**config.mk**
```make
export PLATFORM = sky130hd
export DESIGN_NAME = multicycle_controller
export DESIGN_NICKNAME = d
export VERILOG_FILES = /design/src/rtl/mc_ctrl_pkg.sv /design/src/rtl/multicycle_controller_alu_decoder.sv /design/src/rtl/multicycle_controller.sv
export SDC_FILE = /design/constraint.sdc
export NUM_CORES = 1
export LEC_CHECK = 0
export CORE_AREA = 2 2 40 42
export DETAILED_ROUTE_END_ITERATION = 8
export DIE_AREA = 0 0 42 44
export PLACE_DENSITY = 0.89
export SLEW_MARGIN = 20
export SYNTH_ARGS = -nofsm -noshare
export SYNTH_HDL_FRONTEND = slang
export SYNTH_SLANG_ARGS = --single-unit
```
**constraint.sdc**
```tcl
create_clock -name clk -period 2.92 [get_ports clk]
set_clock_uncertainty 0.05 [all_clocks]
set_input_delay 0.876 -clock clk [delete_from_list [all_inputs] [get_ports clk]]
set_output_delay 0.876 -clock clk [all_outputs]
set_load 0.05 [all_outputs]
```
**src/rtl/mc_ctrl_pkg.sv**
```systemverilog
// Shared encodings for the multicycle RV32I-subset controller:
// FSM states, opcodes, datapath select codes and ALU operations.
package mc_ctrl_pkg;

    typedef enum logic [3:0] {
        S_FETCH    = 4'd0,
        S_DECODE   = 4'd1,
        S_MEMADR   = 4'd2,
        S_MEMREAD  = 4'd3,
        S_MEMWB    = 4'd4,
        S_MEMWRITE = 4'd5,
        S_EXECR    = 4'd6,
        S_EXECI    = 4'd7,
        S_ALUWB    = 4'd8,
        S_JAL      = 4'd9,
        S_BEQ      = 4'd10,
        S_ILLEGAL  = 4'd11
    } state_e;

    localparam logic [6:0] OP_LW  = 7'b0000011;
    localparam logic [6:0] OP_SW  = 7'b0100011;
    localparam logic [6:0] OP_R   = 7'b0110011;
    localparam logic [6:0] OP_I   = 7'b0010011;
    localparam logic [6:0] OP_BEQ = 7'b1100011;
    localparam logic [6:0] OP_JAL = 7'b1101111;

    localparam logic [1:0] RES_ALUOUT = 2'b00;
    localparam logic [1:0] RES_DATA   = 2'b01;
    localparam logic [1:0] RES_ALURES = 2'b10;

    localparam logic [1:0] A_PC    = 2'b00;
    localparam logic [1:0] A_OLDPC = 2'b01;
    localparam logic [1:0] A_RD1   = 2'b10;

    localparam logic [1:0] B_RD2  = 2'b00;
    localparam logic [1:0] B_IMM  = 2'b01;
    localparam logic [1:0] B_FOUR = 2'b10;

    localparam logic [1:0] IMM_I = 2'b00;
    localparam logic [1:0] IMM_S = 2'b01;
    localparam logic [1:0] IMM_B = 2'b10;
    localparam logic [1:0] IMM_J = 2'b11;

    localparam logic [1:0] ALUOP_ADD   = 2'b00;
    localparam logic [1:0] ALUOP_SUB   = 2'b01;
    localparam logic [1:0] ALUOP_FUNCT = 2'b10;

    localparam logic [2:0] ALU_ADD = 3'b000;
    localparam logic [2:0] ALU_SUB = 3'b001;
    localparam logic [2:0] ALU_AND = 3'b010;
    localparam logic [2:0] ALU_OR  = 3'b011;
    localparam logic [2:0] ALU_SLT = 3'b101;

    // Immediate format depends on the opcode alone, not on the state.
    function automatic logic [1:0] imm_src(input logic [6:0] op);
        case (op)
            OP_LW, OP_I: imm_src = IMM_I;
            OP_SW:       imm_src = IMM_S;
            OP_BEQ:      imm_src = IMM_B;
            OP_JAL:      imm_src = IMM_J;
            default:     imm_src = IMM_I;
        endcase
    endfunction

endpackage

```
**src/rtl/multicycle_controller_alu_decoder.sv**
```systemverilog
// alu_decoder: maps ALUOp plus instruction fields to ALUControl.
// Ports: alu_op_i, op5_i, funct3_i, funct7b5_i -> alu_control_o.
module alu_decoder
    import mc_ctrl_pkg::*;
(
    input  logic [1:0] alu_op_i,
    input  logic       op5_i,
    input  logic [2:0] funct3_i,
    input  logic       funct7b5_i,
    output logic [2:0] alu_control_o
);

    always_comb begin
        alu_control_o = ALU_ADD;
        case (alu_op_i)
            ALUOP_ADD: alu_control_o = ALU_ADD;
            ALUOP_SUB: alu_control_o = ALU_SUB;
            ALUOP_FUNCT: begin
                case (funct3_i)
                    // sub only for R-type; addi ignores instr[30]
                    3'b000:  alu_control_o = (op5_i & funct7b5_i) ? ALU_SUB : ALU_ADD;
                    3'b010:  alu_control_o = ALU_SLT;
                    3'b110:  alu_control_o = ALU_OR;
                    3'b111:  alu_control_o = ALU_AND;
                    default: alu_control_o = ALU_ADD;
                endcase
            end
            default: alu_control_o = ALU_ADD;
        endcase
    end

endmodule

```
**src/rtl/multicycle_controller.sv**
```systemverilog
// Moore FSM controlling a multicycle RV32I-subset datapath
// (lw, sw, R-type, I-ALU, beq, jal) over one shared ALU and memory.
// Ports: clk, reset (sync, active-high), op/funct3/funct7b5/zero in;
// PCWrite, AdrSrc, MemWrite, IRWrite, ResultSrc, ALUSrcA, ALUSrcB,
// ImmSrc, RegWrite, ALUControl, illegal out.
// Option MC_CTRL_MEM_WAIT_EN: adds mem_ready; memory states stall
// until it is high.
module multicycle_controller
    import mc_ctrl_pkg::*;
#(
    parameter int ILLEGAL_HALT = 1,
    parameter int STATE_W      = 4
) (
    input  logic       clk,
    input  logic       reset,
`ifdef MC_CTRL_MEM_WAIT_EN
    input  logic       mem_ready,
`endif
    input  logic [6:0] op,
    input  logic [2:0] funct3,
    input  logic       funct7b5,
    input  logic       zero,
    output logic       PCWrite,
    output logic       AdrSrc,
    output logic       MemWrite,
    output logic       IRWrite,
    output logic [1:0] ResultSrc,
    output logic [1:0] ALUSrcA,
    output logic [1:0] ALUSrcB,
    output logic [1:0] ImmSrc,
    output logic       RegWrite,
    output logic [2:0] ALUControl,
    output logic       illegal
);

    logic [STATE_W-1:0] state_q, state_d;
    logic       ready;
    logic       pc_update, branch;
    logic       ir_w, mem_w, reg_w, ill;
    logic [1:0] alu_op;

`ifdef MC_CTRL_MEM_WAIT_EN
    assign ready = mem_ready;
`else
    assign ready = 1'b1;
`endif

    function automatic logic [STATE_W-1:0] st(input state_e s);
        return STATE_W'(s);
    endfunction

    always_ff @(posedge clk) begin
        if (reset) state_q <= st(S_FETCH);
        else       state_q <= state_d;
    end

    always_comb begin
        state_d   = st(S_FETCH);
        pc_update = 1'b0;
        branch    = 1'b0;
        AdrSrc    = 1'b0;
        mem_w     = 1'b0;
        ir_w      = 1'b0;
        reg_w     = 1'b0;
        ill       = 1'b0;
        ResultSrc = RES_ALUOUT;
        ALUSrcA   = A_PC;
        ALUSrcB   = B_RD2;
        alu_op    = ALUOP_ADD;
        case (state_q)
            st(S_FETCH): begin
                ir_w      = ready;
                pc_update = ready;
                ALUSrcB   = B_FOUR;
                ResultSrc = RES_ALURES;
                state_d   = ready ? st(S_DECODE) : st(S_FETCH);
            end
            st(S_DECODE): begin
                // precompute branch target into ALUOut
                ALUSrcA = A_OLDPC;
                ALUSrcB = B_IMM;
                case (op)
                    OP_LW, OP_SW: state_d = st(S_MEMADR);
                    OP_R:         state_d = st(S_EXECR);
                    OP_I:         state_d = st(S_EXECI);
                    OP_JAL:       state_d = st(S_JAL);
                    OP_BEQ:       state_d = st(S_BEQ);
                    default:      state_d = st(S_ILLEGAL);
                endcase
            end
            st(S_MEMADR): begin
                ALUSrcA = A_RD1;
                ALUSrcB = B_IMM;
                state_d = op[5] ? st(S_MEMWRITE) : st(S_MEMREAD);
            end
            st(S_MEMREAD): begin
                AdrSrc  = 1'b1;
                state_d = ready ? st(S_MEMWB) : st(S_MEMREAD);
            end
            st(S_MEMWB): begin
                ResultSrc = RES_DATA;
                reg_w     = 1'b1;
            end
            st(S_MEMWRITE): begin
                AdrSrc  = 1'b1;
                mem_w   = 1'b1;
                state_d = ready ? st(S_FETCH) : st(S_MEMWRITE);
            end
            st(S_EXECR): begin
                ALUSrcA = A_RD1;
                alu_op  = ALUOP_FUNCT;
                state_d = st(S_ALUWB);
            end
            st(S_EXECI): begin
                ALUSrcA = A_RD1;
                ALUSrcB = B_IMM;
                alu_op  = ALUOP_FUNCT;
                state_d = st(S_ALUWB);
            end
            st(S_ALUWB): reg_w = 1'b1;
            st(S_JAL): begin
                // rd gets OldPC+4 next cycle; PC takes target from ALUOut
                ALUSrcA   = A_OLDPC;
                ALUSrcB   = B_FOUR;
                pc_update = 1'b1;
                state_d   = st(S_ALUWB);
            end
            st(S_BEQ): begin
                ALUSrcA = A_RD1;
                alu_op  = ALUOP_SUB;
                branch  = 1'b1;
            end
            st(S_ILLEGAL): begin
                ill     = 1'b1;
                state_d = (ILLEGAL_HALT != 0) ? st(S_ILLEGAL) : st(S_FETCH);
            end
            default: state_d = st(S_FETCH);
        endcase
    end

    // Enables are killed during reset so an abandoned instruction
    // leaves no partial write behind.
    assign PCWrite  = ~reset & (pc_update | (branch & zero));
    assign IRWrite  = ~reset & ir_w;
    assign MemWrite = ~reset & mem_w;
    assign RegWrite = ~reset & reg_w;
    assign illegal  = ~reset & ill;
    assign ImmSrc   = imm_src(op);

    alu_decoder u_alu_dec (
        .alu_op_i      (alu_op),
        .op5_i         (op[5]),
        .funct3_i      (funct3),
        .funct7b5_i    (funct7b5),
        .alu_control_o (ALUControl)
    );

endmodule

```
==> flow_summary_export.csv, run 1 <==
group,metric,value,unit
clock_tree,cts_max_level,1,
logic_synthesis,synth_area,542,µm²
setup_path,critical_path_class,"in -> out",
finish,registers.top_by_ff_count,"state_q",
logic_synthesis,synth_top_area_share,14.8,%
finish,layout.core_utilization,80.2,%
placed_design,dp_hpwl,1.57,mm
finish,flip_flop_count_of_the_largest_register_all_copies_and_words_added,4,
global_route,grt_start_max_net_pins,14,
detailed_routing,antenna_left,0,
floorplan,ioPinCount,31,
logic_synthesis,synth.yosys.warnings,0,
setup_path,timing.critical_path.from_type,"primary input",
setup_path,end_kind,"primary output",
floorplan,die-height,44,µm
run,cap_violations,0,
setup_path,worst_r2r_endpoint,"state_q[2]",
floorplan,fp.coreArea,1420,µm²
clock_tree,tritoncts,"done",
hold_path,hold_path_end,"state_q[2]",
logic_synthesis,number_of_synthesized_register_bits,4,
hold_path,hp-start,"state_q[1]",
timing,rsz0062_at_grt,"no",
logic_synthesis,ys.flop_type,"sky130_fd_sc_hd__dfxtp_1",
setup_path,setup.reg_to_reg.worst_slack,1.04,ns
detailed_routing,dr.pass1.iters,4,
finish,flow.area_growth_from_synthesis,110,%
clock_tree,clk-insertion-delay-late,0.24,ns
global_route,antenna_violations_before_repair,0,
detailed_routing,drt-vias-per-instance,5.45,
power_and_ir_drop,worst_supply_voltage_drop_on_vdd,0.000405,V
timing,report.final.hold_viol_count,0,
timing,worstMarginPinSlew,0.487,ns
timing,slew_headroom,67.4,%
global_route,overall_track_demand_over_capacity_in_global_routing,23.2,%
finish,post_route_cells_drive_above_1_share,42.3,%
logic_synthesis,synth_seq_area_share,14.8,%
clock_tree,root_buffer,"sky130_fd_sc_hd__clkbuf_4",
finish,design.final.nets,141,
floorplan,fp.dieArea,1850,µm²
power_and_ir_drop,power.total,0.872,mW
clock_tree,clock-sinks,4,
floorplan,row_count,14,
power_and_ir_drop,powerDensity,767,nW/µm²
hold_path,worst_hold_path_type,"reg -> reg",
finish,filler_cell_count,102,
global_route,globalRoute.totalOverflow,0,
clock_tree,cts-hold-fix-buffers,0,
logic_synthesis,synth_cell_type_count,34,
detailed_routing,drt_drc_violations_left,0,
detailed_routing,finalWirelength,1.86,mm
floorplan,fp.dieW,42,µm
logic_synthesis,synth_top_area_cell,"sky130_fd_sc_hd__dfxtp_1",
timing,worst_hold_check_slack,0.579,ns
setup_path,timing.critical_path.arrival,1.94,ns
logic_synthesis,synth.net_count,93,
setup_path,timing.critical_path.fanout_max,3,
timing,slew_viol_final,0,
detailed_routing,post_drt_wl_per_cell,13.3,µm
placed_design,place.gp.congestion,0.789,
logic_synthesis,synth_area_per_cell,7.04,µm²
outcome,run_status,"completed",
finish,insertedDiodeCount,0,
timing,period_needed,2.87,ns
setup_path,cp_data_required_time,1.99,ns
placed_design,port-buffer-count,30,
logic_synthesis,netlist_top_cells_count,"sky130_fd_sc_hd__nor2_1 (7), sky130_fd_sc_hd__nand2_1 (6)",
timing,fmaxAchievable,349,MHz
clock_tree,clkTransAtPathRegs,0.04,ns
finish,biggest_registers_after_layout,"state_q x4",
placed_design,place_inst,135,
clock_tree,cts_buffers,3,
detailed_routing,vias,757,
timing,finalSetupViolations,0,
clock_tree,max-clock-path-buffers,2,
timing,fin_crit_sh,98.2,%
global_route,grt_pass1_vias,781,
logic_synthesis,synth-edff-count,0,
logic_synthesis,asyncSetResetFlopFracSynth,0,%
floorplan,initial_core_util,38.2,%
logic_synthesis,netlist_top_cells_area,"sky130_fd_sc_hd__dfxtp_1 (15%), sky130_fd_sc_hd__nor2_1 (4.8%), sky130_fd_sc_hd__ha_1 (4.6%), sky130_fd_sc_hd__nor2b_1 (4.6%), sky130_fd_sc_hd__nand2_1 (4.2%)",
logic_synthesis,synthMostInstantiatedCell,"sky130_fd_sc_hd__nor2_1",
finish,finish.cell_count_without_fillers,139,
timing,setup-tns-final,0,ns
detailed_routing,1st_iter_drt_viols,13,
power_and_ir_drop,power.static_leakage,0.486,nW
hold_path,holdPathStages,2,
setup_path,rr_startpoint,"state_q[2]",
setup_path,ff2ff_path_depth,4,
logic_synthesis,syn-instance-count,77,
global_route,wire_length_of_the_first_global_routing_pass,3.23,mm
==> final cells by class <==
type / count / area, µm² / share of cell area (%)
Timing Repair Buffer: 48 / 517 / 45.4
Multi-Input combinational cell: 64 / 480 / 42.2
Sequential cell: 4 / 82.6 / 7.26
Clock buffer: 3 / 22.5 / 1.98
Tap cell: 16 / 20.0 / 1.76
Inverter: 4 / 15.0 / 1.32
==> cells by family after synthesis <==
logic type                 synth area share, %
xor gates and xnor gates                  4.85
buffers and inverters                     6.46
adders and majority gates                 4.62
and+or+nand+nor                           44.6
DFF                                       14.8
AOI/OAI and AO/OA                         22.9
muxes                                     1.85
==> critical path, stage by stage <==
cell and delay (ns):
sky130_fd_sc_hd__clkdlybuf4s50_1 0.50, sky130_fd_sc_hd__and3b_1 0.16, sky130_fd_sc_hd__o21ai_1 0.07, sky130_fd_sc_hd__a21oi_2 0.18, sky130_fd_sc_hd__buf_12 0.15
==> placed cells by master, fill, tap and decap left out, types with 2 or more instances in the layout <==
cell | synthesis | routed
sky130_fd_sc_hd__buf_12 | 0 | 10
sky130_fd_sc_hd__and3_1 | 3 | 3
sky130_fd_sc_hd__dfxtp_2 | 0 | 2
sky130_fd_sc_hd__inv_1 | 4 | 4
sky130_fd_sc_hd__nor2_1 | 7 | 6
sky130_fd_sc_hd__nand2b_1 | 3 | 3
sky130_fd_sc_hd__or4b_1 | 2 | 2
sky130_fd_sc_hd__nor3_1 | 4 | 3
sky130_fd_sc_hd__o32ai_1 | 2 | 2
sky130_fd_sc_hd__a21oi_1 | 4 | 3
sky130_fd_sc_hd__clkdlybuf4s50_1 | 0 | 8
sky130_fd_sc_hd__nor3b_2 | 0 | 2
sky130_fd_sc_hd__nor4_2 | 0 | 2
sky130_fd_sc_hd__xnor2_1 | 2 | 2
sky130_fd_sc_hd__clkbuf_4 | 0 | 3
sky130_fd_sc_hd__buf_4 | 0 | 24
sky130_fd_sc_hd__dlygate4sd2_1 | 0 | 5
sky130_fd_sc_hd__dfxtp_1 | 4 | 2
sky130_fd_sc_hd__nor2b_1 | 4 | 4
sky130_fd_sc_hd__and2_1 | 2 | 2
sky130_fd_sc_hd__nand2_1 | 6 | 6
sky130_fd_sc_hd__ha_1 | 2 | 2
==> power by group <==
part	switching (mW)	leakage (nW)	internal [mW]
clock network	0.0234	0.0138	0.0460
registers	0.0444	0.0335	0.0770
logic	0.409	0.439	0.273
total	0.476	0.486	0.396
==> layer usage <==
metal	share of wire, %	routed length, µm	up-vias	GRT usage [%]
li1	-	-	375	-
met1	36	662	352	24.1
met2	59	1090	25	43.1
met3	3.6	67	5	5.00
met4	1.8	33	0	12.9
met5	0	0	-	0
==> worst max-delay path by stage <==
| stage | startpoint | end | cells after the start |
|---|---|---|---|
| after detailed placement | op[1] | ImmSrc[0] | 5 |
| after global placement | op[2] | ImmSrc[0] | 5 |
| after CTS | op[6] | ImmSrc[0] | 5 |
| after global routing | op[4] | ImmSrc[1] | 4 |
| final | op[5] | ALUControl[0] | 5 |
| after floorplan | state_q[0] | IRWrite | 3 |
==> timing repair <==
| item | in CTS | in global routing |
|---|---|---|
| endpoints found under the setup margin | 4 | 4 |
| pin swaps | 4 | 2 |
| setup buffers | 0 | 1 |
| gates resized for setup | 8 | 4 |
==> stage by stage <==
stage	setup WS (ns)	cell area, µm²
2_1_floorplan	-0.368	583
3_3_place_gp	-0.0361	1100
3_5_place_dp	-0.115	1100
4_1_cts	0.00164	1120
5_1_grt	0.0165	1140
6_report	0.0513	1140
No activity file was read; power rests on OpenSTA's default activity.
==> run 2: changes to the inputs <==
--- a/config.mk
+++ b/config.mk
@@ -5,10 +5,12 @@
 export SDC_FILE = /design/constraint.sdc
 export NUM_CORES = 1
 export LEC_CHECK = 0
-export CORE_AREA = 2 2 40 42
+export CELL_PAD_IN_SITES_DETAIL_PLACEMENT = 0
+export CELL_PAD_IN_SITES_GLOBAL_PLACEMENT = 1
+export CORE_AREA = 2 2 49 51
 export DETAILED_ROUTE_END_ITERATION = 8
-export DIE_AREA = 0 0 42 44
-export PLACE_DENSITY = 0.89
+export DIE_AREA = 0 0 51 53
+export PLACE_DENSITY = 0.87
 export SLEW_MARGIN = 20
 export SYNTH_ARGS = -nofsm -noshare
 export SYNTH_HDL_FRONTEND = slang
==> run 2 against run 1 <==
Net effect:
- global-route usage is 9.5 points lower
- count of clock-buffer cells in the layout stayed put
- non-clock buffer count is 1 lower
- total power is 0.96% higher
- critical path type unchanged
- setup slack better by 0.029 ns
- fmax is 1.0% higher
- clock power is 0.6% lower
==> flow_summary_export.csv, run 2 (same netlist as run 1, synthesis figures left out) <==
group,metric,value,unit
finish,filler_cell_count,205,
finish,final_cell_mix,"sky130_fd_sc_hd__buf_4 (23), sky130_fd_sc_hd__buf_12 (10), sky130_fd_sc_hd__clkdlybuf4s50_1 (7)",
placed_design,dp_hpwl,1.31,mm
global_route,wire_length_of_the_first_global_routing_pass,2.75,mm
global_route,overall_track_demand_over_capacity_in_global_routing,13.6,%
setup_path,timing.critical_path.fanout_max,2,
finish,layout.cells.most_common,"sky130_fd_sc_hd__buf_4",
setup_path,critical_path_class,"in -> out",
setup_path,critical_path.endpoint,"ALUControl[0]",
finish,multi_input_comb_area,503,µm²
floorplan,row_count,17,
run,cap_violations,0,
finish,sequential_cell_area,85.1,µm²
setup_path,worst_r2r_endpoint,"state_q[2]",
timing,slew_headroom,67.5,%
detailed_routing,dr.pass1.iters,4,
timing,worst_hold_check_slack,0.567,ns
detailed_routing,1st_iter_drt_viols,9,
global_route,globalRoute.totalOverflow,0,
power_and_ir_drop,power.share.sequential,15.7,%
power_and_ir_drop,powerDensity,751,nW/µm²
setup_path,setup.reg_to_reg.worst_slack,1.12,ns
timing,worstMarginPinSlew,0.486,ns
setup_path,rr_startpoint,"state_q[3]",
clock_tree,cts_max_level,1,
finish,biggest_registers_after_layout,"state_q x4",
setup_path,timing.critical_path.from_type,"primary input",
timing,finalSetupViolations,0,
placed_design,post-place-ws,-0.0674,ns
timing,fin_crit_sh,97.2,%
setup_path,cp_data_required_time,1.99,ns
clock_tree,clkTransAtPathRegs,0.04,ns
timing,fmaxAchievable,352,MHz
clock_tree,root_buffer,"sky130_fd_sc_hd__clkbuf_4",
finish,post_route_cells_drive_above_1_share,44.3,%
outcome,run_status,"completed",
floorplan,die-height,53,µm
power_and_ir_drop,pwr-share-comb,76.5,%
placed_design,dpl_cell_area,1100,µm²
power_and_ir_drop,p_int,0.404,mW
finish,finish.cell_count_without_fillers,150,
finish,flow.area_growth_from_synthesis,116,%
detailed_routing,antenna_left,0,
timing,slew_viol_final,0,
floorplan,initial_core_util,25.2,%
power_and_ir_drop,sw_frac_of_total,54.1,%
clock_tree,clk-insertion-delay-late,0.24,ns
placed_design,place.gp.congestion,0.758,
clock_tree,clock-sinks,4,
hold_path,hp-start,"state_q[1]",
setup_path,end_kind,"primary output",
power_and_ir_drop,power.total,0.881,mW
hold_path,holdPathStages,2,
global_route,antenna_violations_before_repair,0,
detailed_routing,post_drt_wl_per_cell,11.2,µm
timing,period_needed,2.84,ns
floorplan,ioPinCount,31,
power_and_ir_drop,share_clk_of_total_power,7.8,%
timing,setup_slack,0.0807,ns
finish,registers.top_by_ff_count,"state_q",
setup_path,timing.critical_path.arrival,1.91,ns
timing,report.final.hold_viol_count,0,
detailed_routing,finalWirelength,1.68,mm
detailed_routing,drt-vias-per-instance,4.90,
placed_design,port-buffer-count,30,
clock_tree,cts_buffers,3,
hold_path,worst_hold_path_type,"reg -> reg",
floorplan,fp.dieW,51,µm
setup_path,critical_path.startpoint,"funct3[2]",
finish,design_area,1170,µm²
detailed_routing,vias,735,
floorplan,fp.dieArea,2700,µm²
finish,flip_flop_count_of_the_largest_register_all_copies_and_words_added,4,
power_and_ir_drop,power.static_leakage,0.506,nW
finish,insertedDiodeCount,0,
clock_tree,tritoncts,"done",
detailed_routing,drt_drc_violations_left,0,
setup_path,ff2ff_path_depth,4,
clock_tree,max-clock-path-buffers,2,
global_route,grt_pass1_vias,659,
placed_design,place_inst,146,
global_route,grt_start_max_net_pins,14,
timing,rsz0062_at_grt,"no",
power_and_ir_drop,worst_supply_voltage_drop_on_vdd,0.000752,V
finish,design.final.nets,140,
floorplan,fp.coreArea,2150,µm²
power_and_ir_drop,switchingPower,0.477,mW
run 2: worst min path at each step:
| stage | endpoint | slack (ns) |
|---|---|---|
| detailed placement | state_q[1] | 0.63 |
| finish | state_q[1] | 0.57 |
| CTS | state_q[1] | 0.64 |
| global placement | state_q[3] | 0.62 |
| global route | state_q[1] | 0.59 |
| floorplan | state_q[1] | 0.54 |
run 2: final cells by class:
cell class / count / area share, %
clock buffer: 3 / 1.92
inverter: 4 / 1.28
multi-input combinational: 64 / 42.9
sequential: 4 / 7.26
tap: 28 / 2.99
timing repair buffer: 47 / 43.7
run 2: power by group through the flow:
stage	Clock [mW]	Sequential, mW	Combinational (mW)
3_5_place_dp	0	0.131	0.666
6_report	0.0690	0.138	0.674
5_1_grt	0.0757	0.142	0.716
4_1_cts	0.0724	0.131	0.666
3_3_place_gp	0	0.131	0.658
2_1_floorplan	0	0.0914	0.460
run 2: what timing repair did:
action	4_1_cts	5_1_grt
hold buffers	0	0
endpoints found under the setup margin	4	7
gates resized for setup	7	12
buffers inserted	0	1
pin swaps	6	2
run 2: per-layer routing:
metal	global-route usage (%)	wire (µm)	share of wire, %
met1	13.4	662	39
met2	25.3	868	52
met3	3.67	148	8.8
met4	8.11	0	0
met5	0	0	0
run 2: critical path: stages:
cell and delay [ns]:
sky130_fd_sc_hd__clkdlybuf4s50_1 0.47, sky130_fd_sc_hd__and3b_1 0.17, sky130_fd_sc_hd__o21ai_1 0.15, sky130_fd_sc_hd__a21oi_2 0.09
sky130_fd_sc_hd__buf_12 0.15
run 2: per-stage QoR:
| step | setup TNS [ns] | utilization [%] |
|---|---|---|
| 6_report | 0 | 54.6 |
| 5_1_grt | 0 | 54.6 |
| 4_1_cts | -0.0369 | 52.5 |
| 3_5_place_dp | -0.128 | 51.4 |
| 3_3_place_gp | -0.119 | 51.4 |
| 2_1_floorplan | -0.368 | - |
==> run 3: changes to the inputs <==
--- a/config.mk
+++ b/config.mk
@@ -8,9 +8,10 @@
 export CELL_PAD_IN_SITES_DETAIL_PLACEMENT = 0
 export CELL_PAD_IN_SITES_GLOBAL_PLACEMENT = 1
 export CORE_AREA = 2 2 49 51
+export CTS_CLUSTER_DIAMETER = 30
 export DETAILED_ROUTE_END_ITERATION = 8
 export DIE_AREA = 0 0 51 53
-export PLACE_DENSITY = 0.87
+export PLACE_DENSITY = 0.81
 export SLEW_MARGIN = 20
 export SYNTH_ARGS = -nofsm -noshare
 export SYNTH_HDL_FRONTEND = slang
==> run 3 against run 2 <==
Net effect:
- register-to-register slack worse by 0.04 ns
- count of clock-buffer cells in the layout unchanged
- first-iteration DRC count down 56%
- final area shrank 0.64%
- utilization shrank 0.35 points
- non-clock buffer count is 2 lower
- sequential power is 15% lower
- critical path type unchanged
- critical endpoint is now ImmSrc[1]
- largest power group unchanged
==> flow_summary_export.csv, run 3 (same netlist as run 1, synthesis figures left out) <==
group,metric,value,unit
outcome,run_status,"completed",
finish,insertedDiodeCount,0,
global_route,antenna_violations_before_repair,0,
power_and_ir_drop,power.static_leakage,0.526,nW
timing,finalSetupViolations,0,
finish,final_cell_mix,"sky130_fd_sc_hd__buf_4 (20), sky130_fd_sc_hd__buf_12 (10), sky130_fd_sc_hd__clkdlybuf4s50_1 (8)",
timing,slew_headroom,67.3,%
finish,flip_flop_count_of_the_largest_register_all_copies_and_words_added,4,
floorplan,fp.dieArea,2700,µm²
finish,layout.cells.most_common,"sky130_fd_sc_hd__buf_4",
timing,worstMarginPinSlew,0.489,ns
floorplan,fp.coreArea,2150,µm²
clock_tree,cts-hold-fix-buffers,0,
global_route,overall_track_demand_over_capacity_in_global_routing,12.9,%
clock_tree,clock-sinks,4,
finish,finish.cell_count_without_fillers,148,
setup_path,critical_path.max_stage_delay,0.41,ns
timing,slew_viol_final,0,
timing,worst_hold_check_slack,0.551,ns
setup_path,rr_startpoint,"state_q[2]",
timing,fmaxAchievable,352,MHz
hold_path,hp-start,"state_q[1]",
finish,flow.area_growth_from_synthesis,115,%
timing,setup_slack,0.0828,ns
timing,rsz0062_at_grt,"no",
setup_path,critical_path.top_delay_family,"buffers and inverters",
power_and_ir_drop,worst_supply_voltage_drop_on_vdd,0.000668,V
clock_tree,cts_max_level,1,
setup_path,critical_path_class,"in -> out",
setup_path,timing.critical_path.fanout_max,3,
clock_tree,tritoncts,"done",
floorplan,die-height,53,µm
timing,fin_crit_sh,97.2,%
detailed_routing,vias,700,
power_and_ir_drop,power.total,0.870,mW
finish,multi_input_comb_area,495,µm²
placed_design,port-buffer-count,30,
clock_tree,clkTransAtPathRegs,0.04,ns
finish,post_route_cells_drive_above_1_share,40.8,%
setup_path,critical_path.startpoint,"op[4]",
clock_tree,cts_buffers,3,
hold_path,holdPathStages,2,
setup_path,setup.reg_to_reg.worst_slack,1.08,ns
placed_design,dp_hpwl,1.30,mm
setup_path,worst_r2r_endpoint,"state_q[2]",
detailed_routing,dr.pass1.iters,3,
setup_path,timing.critical_path.from_type,"primary input",
detailed_routing,drt-vias-per-instance,4.73,
floorplan,initial_core_util,25.2,%
floorplan,fp.dieW,51,µm
clock_tree,post_cts_buffers,0,
setup_path,end_kind,"primary output",
setup_path,worstPathBufferInverterCount,2,
hold_path,hold_path_end,"state_q[0]",
detailed_routing,antenna_left,0,
detailed_routing,post_drt_wl_per_cell,10.8,µm
detailed_routing,finalWirelength,1.60,mm
setup_path,cp_data_required_time,1.99,ns
placed_design,place.gp.congestion,0.802,
floorplan,ioPinCount,31,
global_route,wire_length_of_the_first_global_routing_pass,2.63,mm
run,cap_violations,0,
setup_path,critical_path_cell_by_cell,"clkdlybuf4s50_1, nand2b_2, nor3_4, buf_12",
setup_path,timing.critical_path.arrival,1.91,ns
placed_design,post-place-ws,-0.0913,ns
finish,registers.top_by_ff_count,"state_q",
global_route,grt_pass1_vias,618,
finish,design_area,1160,µm²
setup_path,ff2ff_path_depth,4,
placed_design,place_inst,145,
detailed_routing,1st_iter_drt_viols,4,
clock_tree,clk-insertion-delay-late,0.24,ns
placed_design,dpl_cell_area,1100,µm²
timing,period_needed,2.84,ns
timing,report.final.hold_viol_count,0,
timing,setup-tns-final,0,ns
finish,filler_cell_count,209,
setup_path,worst_path_max_delay_cell,"sky130_fd_sc_hd__clkdlybuf4s50_1",
global_route,globalRoute.totalOverflow,0,
finish,layout.core_utilization,54.2,%
finish,design.final.nets,138,
global_route,grt_start_max_net_pins,14,
detailed_routing,drt_drc_violations_left,0,
clock_tree,root_buffer,"sky130_fd_sc_hd__clkbuf_4",
finish,biggest_registers_after_layout,"state_q x4",
clock_tree,max-clock-path-buffers,2,
finish,sequential_cell_area,82.6,µm²
hold_path,worst_hold_path_type,"reg -> reg",
floorplan,row_count,17,
power_and_ir_drop,powerDensity,747,nW/µm²
run 3: cell types whose count changed in the layout (fill, tap and decap cells not counted), sizes merged:
cell,previous run,this run
dlygate4sd2,5,1
buf,33,30
clkdlybuf4s50,7,8
dlymetal6s2s,2,6
run 3: worst reg2reg max path: cells and delay by family (launching register included):
kind,cells,cell delay [ns]
AND/OR/NAND/NOR,2,0.98
flip-flops,1,0.36
buffers and inverters,1,0.20
AO/OA/AOI/OAI,1,0.18
run 3: final cells by class:
| class | instances | area share, % |
|---|---|---|
| flip-flops and latches | 4 | 7.09 |
| repair buffers | 45 | 44.1 |
| well taps | 28 | 3.01 |
| clock buffers | 3 | 1.93 |
| inverters | 4 | 1.29 |
| multi-input cells | 64 | 42.5 |
run 3: worst max-delay path by stage:
stage | slack (ns) | cells past startpoint | end
2_1_floorplan | -0.37 | 3 | IRWrite
3_3_place_gp | -0.07 | 5 | ImmSrc[0]
3_5_place_dp | -0.09 | 5 | ImmSrc[0]
4_1_cts | -0.03 | 5 | ImmSrc[0]
5_1_grt | 0.02 | 4 | ImmSrc[1]
6_report | 0.08 | 4 | ImmSrc[1]
run 3: what timing repair did:
item,4_1_cts,5_1_grt
pin swaps,2,5
gates resized for setup,5,11
setup endpoints to repair,4,9
run 3: where the power goes:
group          switching (mW)  internal (mW)  total [mW]
logic                   0.405          0.276       0.680
registers              0.0400         0.0768       0.117
clock network          0.0270         0.0463      0.0733
run 3: metal layers:
metal  GRT usage (%)  vias up  share of wire [%]
li1                -      364                  -
met3           0.847        4                5.7
met4            8.11        0                2.2
met1            16.7      306                 44
met5               0        -                  0
met2            20.8       26                 48
